`src/rtl/inst_queue_pkg.sv`:
```
// Shared constants and entry layout for the fetch-to-decode instruction queue.
package inst_queue_pkg;

  localparam int IQ_DEPTH = 8;
  localparam int EXCODE_W = 5;

  localparam logic [EXCODE_W-1:0] EXC_ADEL = 5'h04;
  localparam logic [EXCODE_W-1:0] EXC_IBE  = 5'h06;

  typedef struct packed {
    logic [31:0]         pc;
    logic [31:0]         inst;
    logic                ex;
    logic [EXCODE_W-1:0] excode;
  } iq_entry_t;

endpackage

```
`src/rtl/inst_queue.sv`:
```
// Instruction queue between fetch and pre-decode; tracks MIPS delay-slot
// ownership of the head entry and handles flush and taken-branch redirect.
module inst_queue
  import inst_queue_pkg::*;
#(
  parameter  int DEPTH = IQ_DEPTH,
  localparam int PTR_W = $clog2(DEPTH)
) (
  input  logic                clk,
  input  logic                resetn,
  input  logic                push_valid,
  output logic                push_ready,
  input  logic [31:0]         push_pc,
  input  logic [31:0]         push_inst,
  input  logic                push_ex,
  input  logic [EXCODE_W-1:0] push_excode,
  output logic                pop_valid,
  input  logic                pop_ready,
  output logic [31:0]         pop_pc,
  output logic [31:0]         pop_inst,
  output logic                pop_ex,
  output logic [EXCODE_W-1:0] pop_excode,
  output logic                pop_ds,
  input  logic                pd_branch,
  input  logic                flush,
  input  logic                redirect,
  output logic                ds_missing,
  output logic [PTR_W:0]      count
);

  localparam logic [PTR_W:0] CNT_FULL = (PTR_W + 1)'(DEPTH);

  iq_entry_t        mem [DEPTH];
  iq_entry_t        head;
  iq_entry_t        wr_entry;
  logic [PTR_W-1:0] rptr, wptr;
  logic [PTR_W-1:0] rptr_n, wptr_n;
  logic [PTR_W:0]   count_n;
  logic             ds_flag, ds_flag_n;
  logic             ds_missing_n;
  logic             wr_en;
  logic             push_fire, pop_fire;

  assign push_ready = (count != CNT_FULL);
  assign pop_valid  = (count != '0);
  assign push_fire  = push_valid & push_ready;
  assign pop_fire   = pop_valid & pop_ready;

  assign head       = mem[rptr];
  assign pop_pc     = head.pc;
  assign pop_inst   = head.inst;
  assign pop_ex     = head.ex;
  assign pop_excode = head.excode;
  assign pop_ds     = ds_flag;

  assign wr_entry = '{pc: push_pc, inst: push_inst, ex: push_ex, excode: push_excode};

  always_comb begin
    rptr_n       = rptr;
    wptr_n       = wptr;
    count_n      = count;
    ds_flag_n    = ds_flag;
    ds_missing_n = 1'b0;
    wr_en        = 1'b0;

    if (flush) begin
      rptr_n    = '0;
      wptr_n    = '0;
      count_n   = '0;
      ds_flag_n = 1'b0;
    end else if (redirect) begin
      // Incoming fetches belong to the wrong path; only the delay slot survives.
      if (ds_flag) begin
        if (pop_fire) begin
          rptr_n    = rptr + 1'b1;
          wptr_n    = rptr + 1'b1;
          count_n   = '0;
          ds_flag_n = pd_branch;
        end else if (count != '0) begin
          wptr_n  = rptr + 1'b1;
          count_n = (PTR_W + 1)'(1);
        end else begin
          // Delay slot not fetched yet: the next push will be it.
          ds_missing_n = 1'b1;
        end
      end else begin
        rptr_n    = '0;
        wptr_n    = '0;
        count_n   = '0;
        ds_flag_n = pop_fire ? pd_branch : 1'b0;
      end
    end else begin
      if (push_fire) begin
        wr_en  = 1'b1;
        wptr_n = wptr + 1'b1;
      end
      if (pop_fire) begin
        rptr_n    = rptr + 1'b1;
        ds_flag_n = pd_branch;
      end
      case ({push_fire, pop_fire})
        2'b10:   count_n = count + 1'b1;
        2'b01:   count_n = count - 1'b1;
        default: count_n = count;
      endcase
    end
  end

  always_ff @(posedge clk or negedge resetn) begin
    if (!resetn) begin
      rptr       <= '0;
      wptr       <= '0;
      count      <= '0;
      ds_flag    <= 1'b0;
      ds_missing <= 1'b0;
    end else begin
      rptr       <= rptr_n;
      wptr       <= wptr_n;
      count      <= count_n;
      ds_flag    <= ds_flag_n;
      ds_missing <= ds_missing_n;
    end
  end

  always_ff @(posedge clk or negedge resetn) begin
    if (!resetn) begin
      for (int i = 0; i < DEPTH; i++) mem[i] <= '0;
    end else if (wr_en) begin
      mem[wptr] <= wr_entry;
    end
  end

endmodule

```
`config.mk`:
```
export PLATFORM = sky130hd
export DESIGN_NAME = inst_queue
export DESIGN_NICKNAME = d
export VERILOG_FILES = /design/src/rtl/inst_queue_pkg.sv /design/src/rtl/inst_queue.sv
export SDC_FILE = /design/constraint.sdc
export NUM_CORES = 1
export LEC_CHECK = 0
export CAP_MARGIN = 20
export CORE_MARGIN = 2
export CORE_UTILIZATION = 62
export CTS_BUF_LIST = sky130_fd_sc_hd__clkbuf_8
export DETAILED_ROUTE_END_ITERATION = 6
export PLACE_DENSITY = 0.83
export SYNTH_ARGS = -nofsm -noshare
export SYNTH_HDL_FRONTEND = slang
export SYNTH_SLANG_ARGS = --single-unit
```
`constraint.sdc`:
```
create_clock -name clk -period 3 [get_ports clk]
set_input_delay 0.45 -clock clk [delete_from_list [all_inputs] [get_ports clk]]
set_output_delay 0.45 -clock clk [all_outputs]
set_load 0.02 [all_outputs]
```
[Yosys cells after proc, flatten, opt, wreduce, memory -nomap -nowiden]
Index checks and enable logic that the tools add are counted.
Word-level totals
  output and inout port bits: 78
  bits in registers: 572
Cells by class
  multiplexer cells: 36
  bitwise gates (word level): 4
  reduce and logical (&&, ||, !) cells: 7
  add/subtract/negate cells: 4
  eq/ne operators: 4
  $lt $le $gt $ge: 3
Operators by type and width (count)
  $bwmux 560: 1
  $bmux 70 s3: 1
  $demux 70 s3: 1
  $mux 70: 3
  $mux 3: 10
  $mux 4: 5
  $mux 1: 14
  $ge 4x4->1 const B: 2
  $not 3->4: 2
  $pmux 4 s2: 1
  $reduce_bool 4->1: 2
  $add 3x1->3 const B: 2
  $reduce_bool 3->1: 2
  $ne 5x4->1 const B: 1
  $add 4x1->4 const B: 1
  $lt 4x1->1 const B: 1
  $ne 4x4->1 const B: 1
  $reduce_and 2->1: 2
  $sub 4x1->4 const B: 1
  $and 1x1->1: 2
  $eq 2x1->1 const B: 1
  $eq 2x2->1 const B: 1
  $logic_and 1x1->1: 1

[Longest topological paths before layout]
Gate-level depths: netlist of the first run.
  word-level depth: 6
  depth in mapped cells: 11
  gate-level depth less buffers: 10

[Worst setup path before layout of the first run]
No wires, ideal clock.
  path type: reg2reg
  start: reg count[2]
  end: reg count[3]
  stages on the path, launching flop included: 10
  setup slack: 0.203 ns
  arrival: 2.677 ns
  library setup time: 0.120 ns
  path buffers: 1
  cells stage by stage: dfrtp_1 > or4_1 > buf_2 > nand2_1 > inv_1 > ha_1 > ha_1 > or3_1 > o2111a_1 > a31o_2
On the way
  word-level cells in the longest chain between the ends: 6
RTL lines
  start: declaration: RTL line inst_queue.sv:28  | output logic [PTR_W:0] count
  start signal: assignment: RTL line inst_queue.sv:119  | count <= count_n;
  $reduce_bool 4->1 *: RTL line inst_queue.sv:45  | assign pop_valid = (count != '0);
  named net pop_valid: RTL line inst_queue.sv:17  | output logic pop_valid,
  $and 1x1->1: RTL line inst_queue.sv:47  | assign pop_fire = pop_valid & pop_ready;
  $eq 2x1->1 (tied with other cells): RTL line inst_queue.sv:101  | case ({push_fire, pop_fire})
  $pmux 4 s2 / $mux 4 (equally long branches): RTL line inst_queue.sv:101, inst_queue.sv:73
  $mux 4: RTL line inst_queue.sv:71  | end else if (redirect) begin
  $mux 4: RTL line inst_queue.sv:66  | if (flush) begin
Mark *: on every way through the listed nets, which the timed path passes. The rest lies on a longest branch.
A chain may end at the register's enable or synchronous reset.

[Worst setup path in the final report of the first run]
  start: reg rptr[0]
  end: out pop_pc[30]
On the way
  word-level cells in the longest chain between the ends: 4
RTL lines
  start: declaration: RTL line inst_queue.sv:36  | logic [PTR_W-1:0] rptr, wptr;
  start signal: assignment: RTL line inst_queue.sv:117  | rptr <= rptr_n;
  $not 3->4 (implied by the code): RTL line inst_queue.sv:49  | assign head = mem[rptr];
  $bmux 70 s3: RTL line inst_queue.sv:49
  $mux 70 (implied by the code) (2 in series): RTL line inst_queue.sv:49
  end: declaration: RTL line inst_queue.sv:19  | output logic [31:0] pop_pc,
No other way between the ends. The select of a mux whose other input is x is not followed.

==> results.json, run 1 <==
{
  "drt_drc_violations_left": 0,
  "vias_per_cell": 6.16,
  "synthToLayoutAreaGrowth_pct": 18.3,
  "critPathArrivalTime_ns": 2.56,
  "cts_root_buffer": "clkbuf_8",
  "worst-setup-path-type": "register to primary output",
  "cp-start-kind": "register",
  "gr-usage-all-layers_pct": 27.7,
  "gp_congestion": 0.812,
  "io_pins": 155,
  "fin_nets": 1853,
  "hpwl_um": 34200,
  "initial_core_util_pct": 62.4,
  "grt_pass1_wl_um": 93000,
  "htree_levels": 3,
  "tightestPinTransition_ns": 0.702,
  "finalCritPeriodShare_pct": 100,
  "fmax_mhz": 332,
  "wirelength_um": 58900,
  "hold_violations": 0,
  "hold_class": "input pin to register",
  "ys_ff_latch": 572,
  "synthCells": 1522,
  "cp-end-kind": "primary output",
  "placed_area_um2": 28500,
  "antenna_left": 0,
  "cp_max_fo": 7,
  "layout_setup_ws_ns": -0.0139,
  "cts_buffers": 91,
  "layout-drive-gt1-share_pct": 58.5,
  "tritoncts": "done",
  "utilization_pct": 73.8,
  "synth-async-reset-ratio_pct": 100,
  "p_leak_nw": 14.8,
  "finalMaxSlewViolations": 0,
  "worstPathRequired_ns": 2.55,
  "setup_viol": 1,
  "drv_cap": 0,
  "grt_max_degree": 79,
  "n_fill_cell": 2490,
  "synth_seq_area_share_pct": 55.0,
  "dp_slack_ns": 0.221,
  "wl_per_cell_um": 24.7,
  "port_buffers": 154,
  "yosys_warnings": 0,
  "dr.pass1.iters": 5,
  "ir_drop_uv": 342,
  "synth_edf_count": 0,
  "clk_path_buf_depth": 3,
  "clk_pin_slew_ns": 0.06,
  "max-slew-margin-rel_pct": 53.2,
  "rsz0062_at_grt": "yes",
  "dr.first_iter.drc_count": 879,
  "ys.flop_type": "dfrtp_1",
  "skew_ns": 0.0166,
  "synthesis.area_um2": 26000,
  "grt_pass1_vias": 16500,
  "overflow": 0,
  "die_w_um": 209,
  "num_vias": 14700,
  "hold-worst-slack_ns": 0.389,
  "p_per_area_nw_per_um2": 591,
  "yosysUniqueCellTypes": 48,
  "insertion_delay_ns": 0.64,
  "die_area_um2": 43600,
  "core_area_um2": 41700,
  "cts_sinks": 572,
  "final_cell_area_um2": 30800,
  "violations": "setup timing",
  "row_count": 75,
  "fin_crit_ns": 3.01,
  "syn-num-nets": 1604,
  "die_h_um": 209,
  "syn_area_per_cell_um2": 17.1,
  "antenna_found_initial": 7,
  "status": "finished with violations"
}
-- state kept, by name, summed over array words and instances, names as in the netlist --
register    count
mem           560
count           4
rptr            3
wptr            3
ds_missing      1
pop_ds          1
-- logic make-up (layout without fill, tap and decap cells) --
group                      count (synthesis)  after routing  synth area share, %
other                                      0              5                    0
buffers and inverters                    105            425                 3.33
DFF                                      572            572                 55.0
xor gates and xnor gates                   5              5                0.168
AOI/OAI and AO/OA                         23             23                0.611
and+or+nand+nor                           41             41                 1.17
muxes                                    771            771                 39.4
adders and majority gates                  5              5                0.241
-- placed cells by master (no fill, tap or decap), types with 2 or more instances in the layout --
master,count
dfrtp_1,569
or3_1,2
ha_1,5
diode_2,5
nand2_4,3
nor3b_2,2
mux4_2,140
o21ai_0,4
buf_16,6
clkinv_2,9
nand3_1,5
clkbuf_16,6
buf_12,42
a21oi_1,8
inv_1,35
xor2_1,5
mux2_2,591
mux2_4,23
clkinvlp_4,2
clkdlybuf4s50_1,83
clkbuf_2,12
clkbuf_8,122
buf_2,32
nand2_1,6
buf_8,4
nand3_4,4
dfrtp_4,3
mux2_1,17
buf_6,26
buf_4,41
nor2_1,6
-- worst paths after layout --
| path | start | end | slack, ns | cells past startpoint |
|---|---|---|---|---|
| worst max-delay path | rptr[0] | pop_pc[30] | -0.01 | 6 |
| worst min-delay path | pd_branch | pop_ds | 0.39 | 3 |
| worst max register to register | count[1] | count[3] | 0.25 | 8 |
| worst min register to register | mem[357] | mem[357] | 0.49 | 1 |
| max in group asynchronous | resetn | mem[521] | 1.53 | 4 |
| min in group asynchronous | resetn | mem[152] | 0.43 | 2 |
-- per-layer routing --
layer | global-route usage (%) | up-vias | part of all wire, %
met2 | 44.1 | 349 | 49
li1 | - | 6282 | -
met3 | 5.23 | 93 | 4.8
met1 | 39.2 | 7973 | 44
met4 | 9.26 | 4 | 1.9
met5 | 1.33 | - | 0.044
-- per-stage QoR --
| step | instances | total power (W) | setup TNS, ns |
|---|---|---|---|
| 2_1_floorplan | 1522 | 0.0105 | 0 |
| 3_3_place_gp | 2185 | 0.0116 | 0 |
| 3_5_place_dp | 2185 | 0.0117 | 0 |
| 4_1_cts | 2365 | 0.0182 | -1.01 |
| 5_1_grt | 2384 | 0.0189 | -1.06 |
| 6_report | 2386 | 0.0182 | -0.0139 |
-- report_power, final --
group	switching (W)	internal [W]	leakage (nW)	total [W]
combinational	0.00123	0.00154	6.00	0.00277
clock	0.00299	0.00361	1.08	0.00660
sequential	0.000370	0.00843	7.68	0.00880
total	0.00459	0.0136	14.8	0.0182
-- critical path: stages, from the launching register on --
cell       delay (ns)
dfrtp_4          0.56
clkbuf_16        0.21
buf_4            0.13
buf_4            0.12
mux4_2           0.46
mux2_2           0.28
buf_2            0.16
-- cell type report --
class / count / area [µm²] / area share (%)
antenna: 5 / 12.5 / 0.0407
multi-input combinational: 845 / 11000 / 35.6
inverter: 5 / 18.8 / 0.0610
timing repair buffer: 256 / 2930 / 9.52
tap: 539 / 674 / 2.19
clock inverter: 42 / 176 / 0.573
clock buffer: 122 / 1680 / 5.46
sequential: 572 / 14300 / 46.6
-- cells in the mapped netlist, drive strengths merged (2+ instances only) --
master	instances	area (µm²)
a211o	2	18.8
a21oi	8	40.0
buf	54	464
clkbuf	46	383
dfrtp	572	14300
ha	5	62.6
inv	5	18.8
mux2	631	7110
mux4	140	3150
nand2	9	41.3
nand3	9	72.6
nor2	7	28.8
nor3b	2	25.0
o21ai	4	20.0
or3	2	12.5
xor2	5	43.8
-- timing repair --
action,CTS,global route
setup buffers,12,12
hold endpoints to repair,60,0
hold buffers,1,0
pin swaps,0,0
setup endpoints to repair,70,33
gates cloned,3,6
gates resized for setup,247,109
Power figures use the tool's default switching activity.
==> inputs of run 2 (changes only) <==
--- a/config.mk
+++ b/config.mk
@@ -7,10 +7,10 @@
 export LEC_CHECK = 0
 export CAP_MARGIN = 20
 export CORE_MARGIN = 2
-export CORE_UTILIZATION = 62
+export CORE_UTILIZATION = 60
 export CTS_BUF_LIST = sky130_fd_sc_hd__clkbuf_8
 export DETAILED_ROUTE_END_ITERATION = 6
-export PLACE_DENSITY = 0.83
+export PLACE_DENSITY = 0.8
 export SYNTH_ARGS = -nofsm -noshare
 export SYNTH_HDL_FRONTEND = slang
 export SYNTH_SLANG_ARGS = --single-unit
==> constraint.sdc (replaced) <==
create_clock -name clk -period 3 [get_ports clk]
set_input_delay 0.45 -clock clk [delete_from_list [all_inputs] [get_ports clk]]
set_output_delay 0.45 -clock clk [all_outputs]
set_load 0.05 [all_outputs]
==> run 2 against run 1 <==
The run still ends with setup timing left. First-iteration DRC count down 12%. Largest cell class unchanged. Critical path type unchanged. Cell count grew 1.0%. Sequential share of layout area down 0.18 points.
==> results.json, run 2 (synthesis gave the netlist of run 1 again) <==
{
  "hold-worst-slack_ns": 0.397,
  "internal_power_w": 0.0136,
  "r2r-start": "count[2]",
  "insertion_delay_ns": 0.66,
  "final_cell_area_um2": 30900,
  "die_w_um": 212,
  "r2r_slack_ns": 0.27,
  "pwr-share-comb_pct": 19.2,
  "dr.pass1.iters": 4,
  "p_leak_nw": 14.7,
  "gp_congestion": 0.829,
  "cp_max_fo": 7,
  "layout_commonest_cell": "mux2_2",
  "fin_crit_ns": 3.02,
  "fmax_mhz": 331,
  "largest_register_ffs": 560,
  "dr.first_iter.drc_count": 770,
  "synthToLayoutAreaGrowth_pct": 18.8,
  "crit_path_start": "rptr[0]",
  "cts_sinks": 572,
  "row_count": 76,
  "drv_cap": 0,
  "fin_nets": 1840,
  "htree_levels": 3,
  "cp-end-kind": "primary output",
  "switching_share_pct": 27.6,
  "ir_drop_uv": 409,
  "hold_class": "input pin to register",
  "critPathArrivalTime_ns": 2.57,
  "io_pins": 155,
  "core_area_um2": 42900,
  "power_w": 0.0188,
  "violations": "setup timing",
  "seqPwrFrac_pct": 46.8,
  "cts_root_buffer": "clkbuf_8",
  "antenna_found_initial": 7,
  "clk_path_buf_depth": 3,
  "grt_pass1_vias": 16100,
  "finalCritPeriodShare_pct": 101,
  "setup_viol": 10,
  "p_switching_w": 0.00518,
  "die_h_um": 212,
  "power.share.clock_pct": 34.0,
  "placed_area_um2": 28200,
  "status": "finished with violations",
  "tritoncts": "done",
  "gr-usage-all-layers_pct": 27.0,
  "worst-setup-path-type": "register to primary output",
  "clk_pin_slew_ns": 0.07,
  "final_cell_mix": "mux2_2, dfrtp_1, mux4_2",
  "initial_core_util_pct": 60.6,
  "antenna_left": 0,
  "hpwl_um": 32500,
  "drt_drc_violations_left": 0,
  "max_flop_register": "mem",
  "tightestPinTransition_ns": 0.877,
  "dp_slack_ns": 0.300,
  "wl_per_cell_um": 24.2,
  "skew_ns": 0.0308,
  "worstPathRequired_ns": 2.55,
  "die_area_um2": 45000,
  "layout_setup_ws_ns": -0.0245,
  "rsz0062_at_grt": "yes",
  "cts_buffers": 92,
  "finalMaxSlewViolations": 0,
  "vias_per_cell": 5.99,
  "seqCellArea_um2": 14300,
  "p_per_area_nw_per_um2": 608,
  "num_vias": 14400,
  "cp-start-kind": "register",
  "grt_pass1_wl_um": 91900,
  "hold_violations": 0,
  "hold_start": "pd_branch",
  "port_buffers": 154,
  "multi_input_area_um2": 11000,
  "overflow": 0,
  "layout-drive-gt1-share_pct": 57.9,
  "grt_max_degree": 94,
  "max-slew-margin-rel_pct": 41.6,
  "n_fill_cell": 2708,
  "wirelength_um": 58200,
  "largestRegisters": "mem (560), count (4)"
}
## run 2: cell count changes in the layout (fill, tap and decap cells not counted), moves of 4 or more
cell      previous run  this run
clkbuf_2            12         0
buf_6               26        54
inv_1               35        41
buf_12              42        38
clkbuf_8           122       115
clkinv_2             9         5
buf_16               6        12
buf_8                4        12
buf_2               32         0
## run 2: critical path: stages, from the launching register on
cell and delay (ns):
dfrtp_4 0.52, buf_12 0.16, buf_12 0.13, buf_16 0.15, mux4_2 0.51, mux2_4 0.28
buf_8 0.15
## run 2: worst paths after layout
check,depth (start not counted),endpoint
worst max-delay path,6,pop_inst[31]
worst max register to register,8,count[3]
worst min-delay path,3,pop_ds
min in group asynchronous,2,mem[154]
worst min register to register,1,mem[83]
max in group asynchronous,3,mem[497]
## run 2: metrics by stage
stage	cells	utilization, %	TNS, ns
2_1_floorplan	1522	-	0
3_3_place_gp	2224	65.8	0
3_5_place_dp	2224	65.8	0
4_1_cts	2404	71.6	-0.949
5_1_grt	2409	72.0	-1.53
6_report	2411	72.0	-0.120
## run 2: routing by layer
layer  vias to the layer above  track usage, %  wire length, µm
met1                      7771            37.1            25500
met2                       309            43.8            28700
met3                        87            6.09             3080
li1                       6265               -                -
met4                         8            7.72              982
met5                         -               0               50
## run 2: power by group through the flow
| stage | logic, W | registers (W) | clock network [W] |
|---|---|---|---|
| after detailed placement | 0.00330 | 0.00891 | 0 |
| final | 0.00361 | 0.00879 | 0.00638 |
| after CTS | 0.00354 | 0.00878 | 0.00652 |
| after global placement | 0.00323 | 0.00886 | 0 |
| after global routing | 0.00381 | 0.00887 | 0.00690 |
| after floorplan | 0.00226 | 0.00879 | 0 |
## run 2: cell type report
type                            instances  area share [%]
Antenna cell                            4          0.0324
Clock buffer                          115            5.12
Clock inverter                         43           0.555
Inverter                                5          0.0608
Multi-Input combinational cell        845            35.5
Sequential cell                       572            46.4
Tap cell                              585            2.37
Timing Repair Buffer                  242            9.99
## run 2: repair_timing
item                       CTS  global route
hold endpoints to repair    70             0
gates resized for setup     85            37
pin swaps                    0             0
buffers inserted            11             2
gates cloned                10             3
setup endpoints to repair   58            66
hold buffers                 1             0
==> inputs of run 3 (changes only) <==
--- a/config.mk
+++ b/config.mk
@@ -7,10 +7,9 @@
 export LEC_CHECK = 0
 export CAP_MARGIN = 20
 export CORE_MARGIN = 2
-export CORE_UTILIZATION = 60
+export CORE_UTILIZATION = 25
 export CTS_BUF_LIST = sky130_fd_sc_hd__clkbuf_8
 export DETAILED_ROUTE_END_ITERATION = 6
-export PLACE_DENSITY = 0.8
 export SYNTH_ARGS = -nofsm -noshare
 export SYNTH_HDL_FRONTEND = slang
 export SYNTH_SLANG_ARGS = --single-unit
==> run 3 against run 2 <==
The flow still finishes with violations (setup timing). First-iteration DRC count is 19% lower. Cell area is 3.3% higher. Register-to-register slack better by 0.07 ns. Largest cell class unchanged. Die area is 140% higher. Clock power is 13% higher. Non-clock buffer count is 1 lower.
==> results.json, run 3 (synthesis gave the netlist of run 1 again) <==
{
  "layout-drive-gt1-share_pct": 58.2,
  "antenna_found_initial": 5,
  "gr-usage-all-layers_pct": 12.4,
  "gp_congestion": 0.770,
  "synthToLayoutAreaGrowth_pct": 22.7,
  "clk_path_buf_depth": 3,
  "crit_top_cell": "buf_12",
  "row_count": 118,
  "cts_buffers": 101,
  "finalMaxSlewViolations": 0,
  "crit_chain": "buf_12, buf_12, buf_16, mux4_2, mux2_4, buf_6",
  "cp-end-kind": "primary output",
  "r2r-start": "count[2]",
  "insertion_delay_ns": 0.72,
  "io_pins": 155,
  "layout_commonest_cell": "mux2_2",
  "worst-setup-path-type": "register to primary output",
  "status": "finished with violations",
  "initial_core_util_pct": 25.2,
  "fin_crit_ns": 3.10,
  "worstSetupPathDepth": 6,
  "port_buffers": 154,
  "rr_worst_depth": 9,
  "final_cell_mix": "mux2_2, dfrtp_1, mux4_2",
  "worstSetupEndpoint": "pop_inst[26]",
  "dr.first_iter.drc_count": 625,
  "grt_pass1_wl_um": 101000,
  "top_usage_layer": "met2",
  "largest_register_ffs": 560,
  "core_area_um2": 103000,
  "cp_slowest_cell": "mux4_2",
  "worstPathRequired_ns": 2.55,
  "crit_family": "multiplexers",
  "layout_setup_ws_ns": -0.0995,
  "worstPathBufferInverterCount": 4,
  "worst_r2r_endpoint": "count[3]",
  "hpwl_um": 38400,
  "drt_drc_violations_left": 0,
  "final_cell_area_um2": 31900,
  "p_per_area_nw_per_um2": 612,
  "vias_per_cell": 4.50,
  "finalCritPeriodShare_pct": 103,
  "cts_root_buffer": "clkbuf_8",
  "die_area_um2": 107000,
  "critPathMaxStageDelay_ns": 0.52,
  "die_h_um": 327,
  "grt_pass1_vias": 16700,
  "placed_area_um2": 29200,
  "max-slew-margin-rel_pct": 54.4,
  "p_leak_nw": 14.8,
  "antenna_left": 0,
  "overflow": 0,
  "fin_cells": 3225,
  "max_flop_register": "mem",
  "htree_levels": 3,
  "die_w_um": 327,
  "fmax_mhz": 323,
  "placedCellCount": 3024,
  "cp_max_fo": 8,
  "met3_usage_pct": 2.76,
  "tritoncts": "done",
  "rsz0062_at_grt": "yes",
  "fin_nets": 1848,
  "critPathArrivalTime_ns": 2.65,
  "crit_path_start": "rptr[0]",
  "use_met1_pct": 16.2,
  "ir_drop_uv": 378,
  "violations": "setup timing",
  "grt_max_degree": 76,
  "dr.pass1.iters": 4,
  "clk_pin_slew_ns": 0.06,
  "largestRegisters": "mem (560), count (4)",
  "met2_usage_pct": 20.3,
  "hold_class": "input pin to register",
  "skew_ns": 0.0268,
  "wirelength_um": 65000,
  "setup_viol": 65,
  "n_antenna_cell": 0,
  "wl_per_cell_um": 20.2,
  "num_vias": 14500,
  "r2r_slack_ns": 0.34,
  "hold_violations": 0,
  "cp-start-kind": "register",
  "tightestPinTransition_ns": 0.684,
  "cts_sinks": 572,
  "drv_cap": 0
}
[run 3: cell types whose count changed in the layout (fill, tap and decap cells not counted), sizes merged]
cell and delta:
bufinv +2, clkbuf +11, inv +9, diode -4
buf +1
[run 3: worst min-delay path: stages]
cell	delay, ns
clkdlybuf4s50_1	0.40
nand3_1	0.08
a21oi_1	0.06
[run 3: timing repair]
| item | CTS | global route |
|---|---|---|
| hold buffers | 1 | 0 |
| endpoints found under the setup margin | 68 | 70 |
| setup buffers | 11 | 2 |
| endpoints found under the hold margin | 56 | 0 |
| resized for setup | 92 | 7 |
| cloned | 5 | 1 |
[run 3: power by group]
group          switching [W]  total [W]  internal [W]
registers           0.000341    0.00878       0.00843
clock network        0.00323    0.00722       0.00400
logic                0.00184    0.00352       0.00168
total                0.00541     0.0195        0.0141
[run 3: routing by layer]
layer  vias to the layer above  part of all wire (%)
li1                       6285                     -
met1                      7812                    45
met2                       281                    48
met3                       129                   4.2
met4                         8                   2.6
met5                         -                 0.085
[run 3: how the worst min path moves through the flow]
stage | startpoint | end | slack, ns | cells past startpoint
after floorplan | resetn | count[0] | 0.15 | 0
after global placement | mem[83] | mem[83] | 0.47 | 1
after detailed placement | mem[78] | mem[78] | 0.48 | 1
after CTS | pd_branch | pop_ds | 0.21 | 3
after global routing | pd_branch | pop_ds | 0.28 | 3
final | pd_branch | pop_ds | 0.31 | 3
[run 3: final cells by class]
type,instances,area [µm²]
flip-flops and latches,572,14300
inverters,5,18.8
multi-input cells,845,11000
well taps,1380,1730
repair buffers,241,2800
fillers,10200,71400
clock buffers,128,1760
clock inverters,54,303
[run 3: per-stage QoR]
stage | hold WS (ns) | utilization (%) | total power (W) | setup WS, ns | setup TNS (ns)
after floorplan | 0.154 | - | 0.0110 | 0.0229 | 0
after global placement | 0.468 | 28.2 | 0.0121 | 0.265 | 0
after detailed placement | 0.475 | 28.2 | 0.0123 | 0.307 | 0
after CTS | 0.214 | 30.8 | 0.0199 | -0.215 | -10.27
after global routing | 0.279 | 30.9 | 0.0205 | -0.208 | -10.76
final | 0.307 | 30.9 | 0.0195 | -0.0995 | -2.24
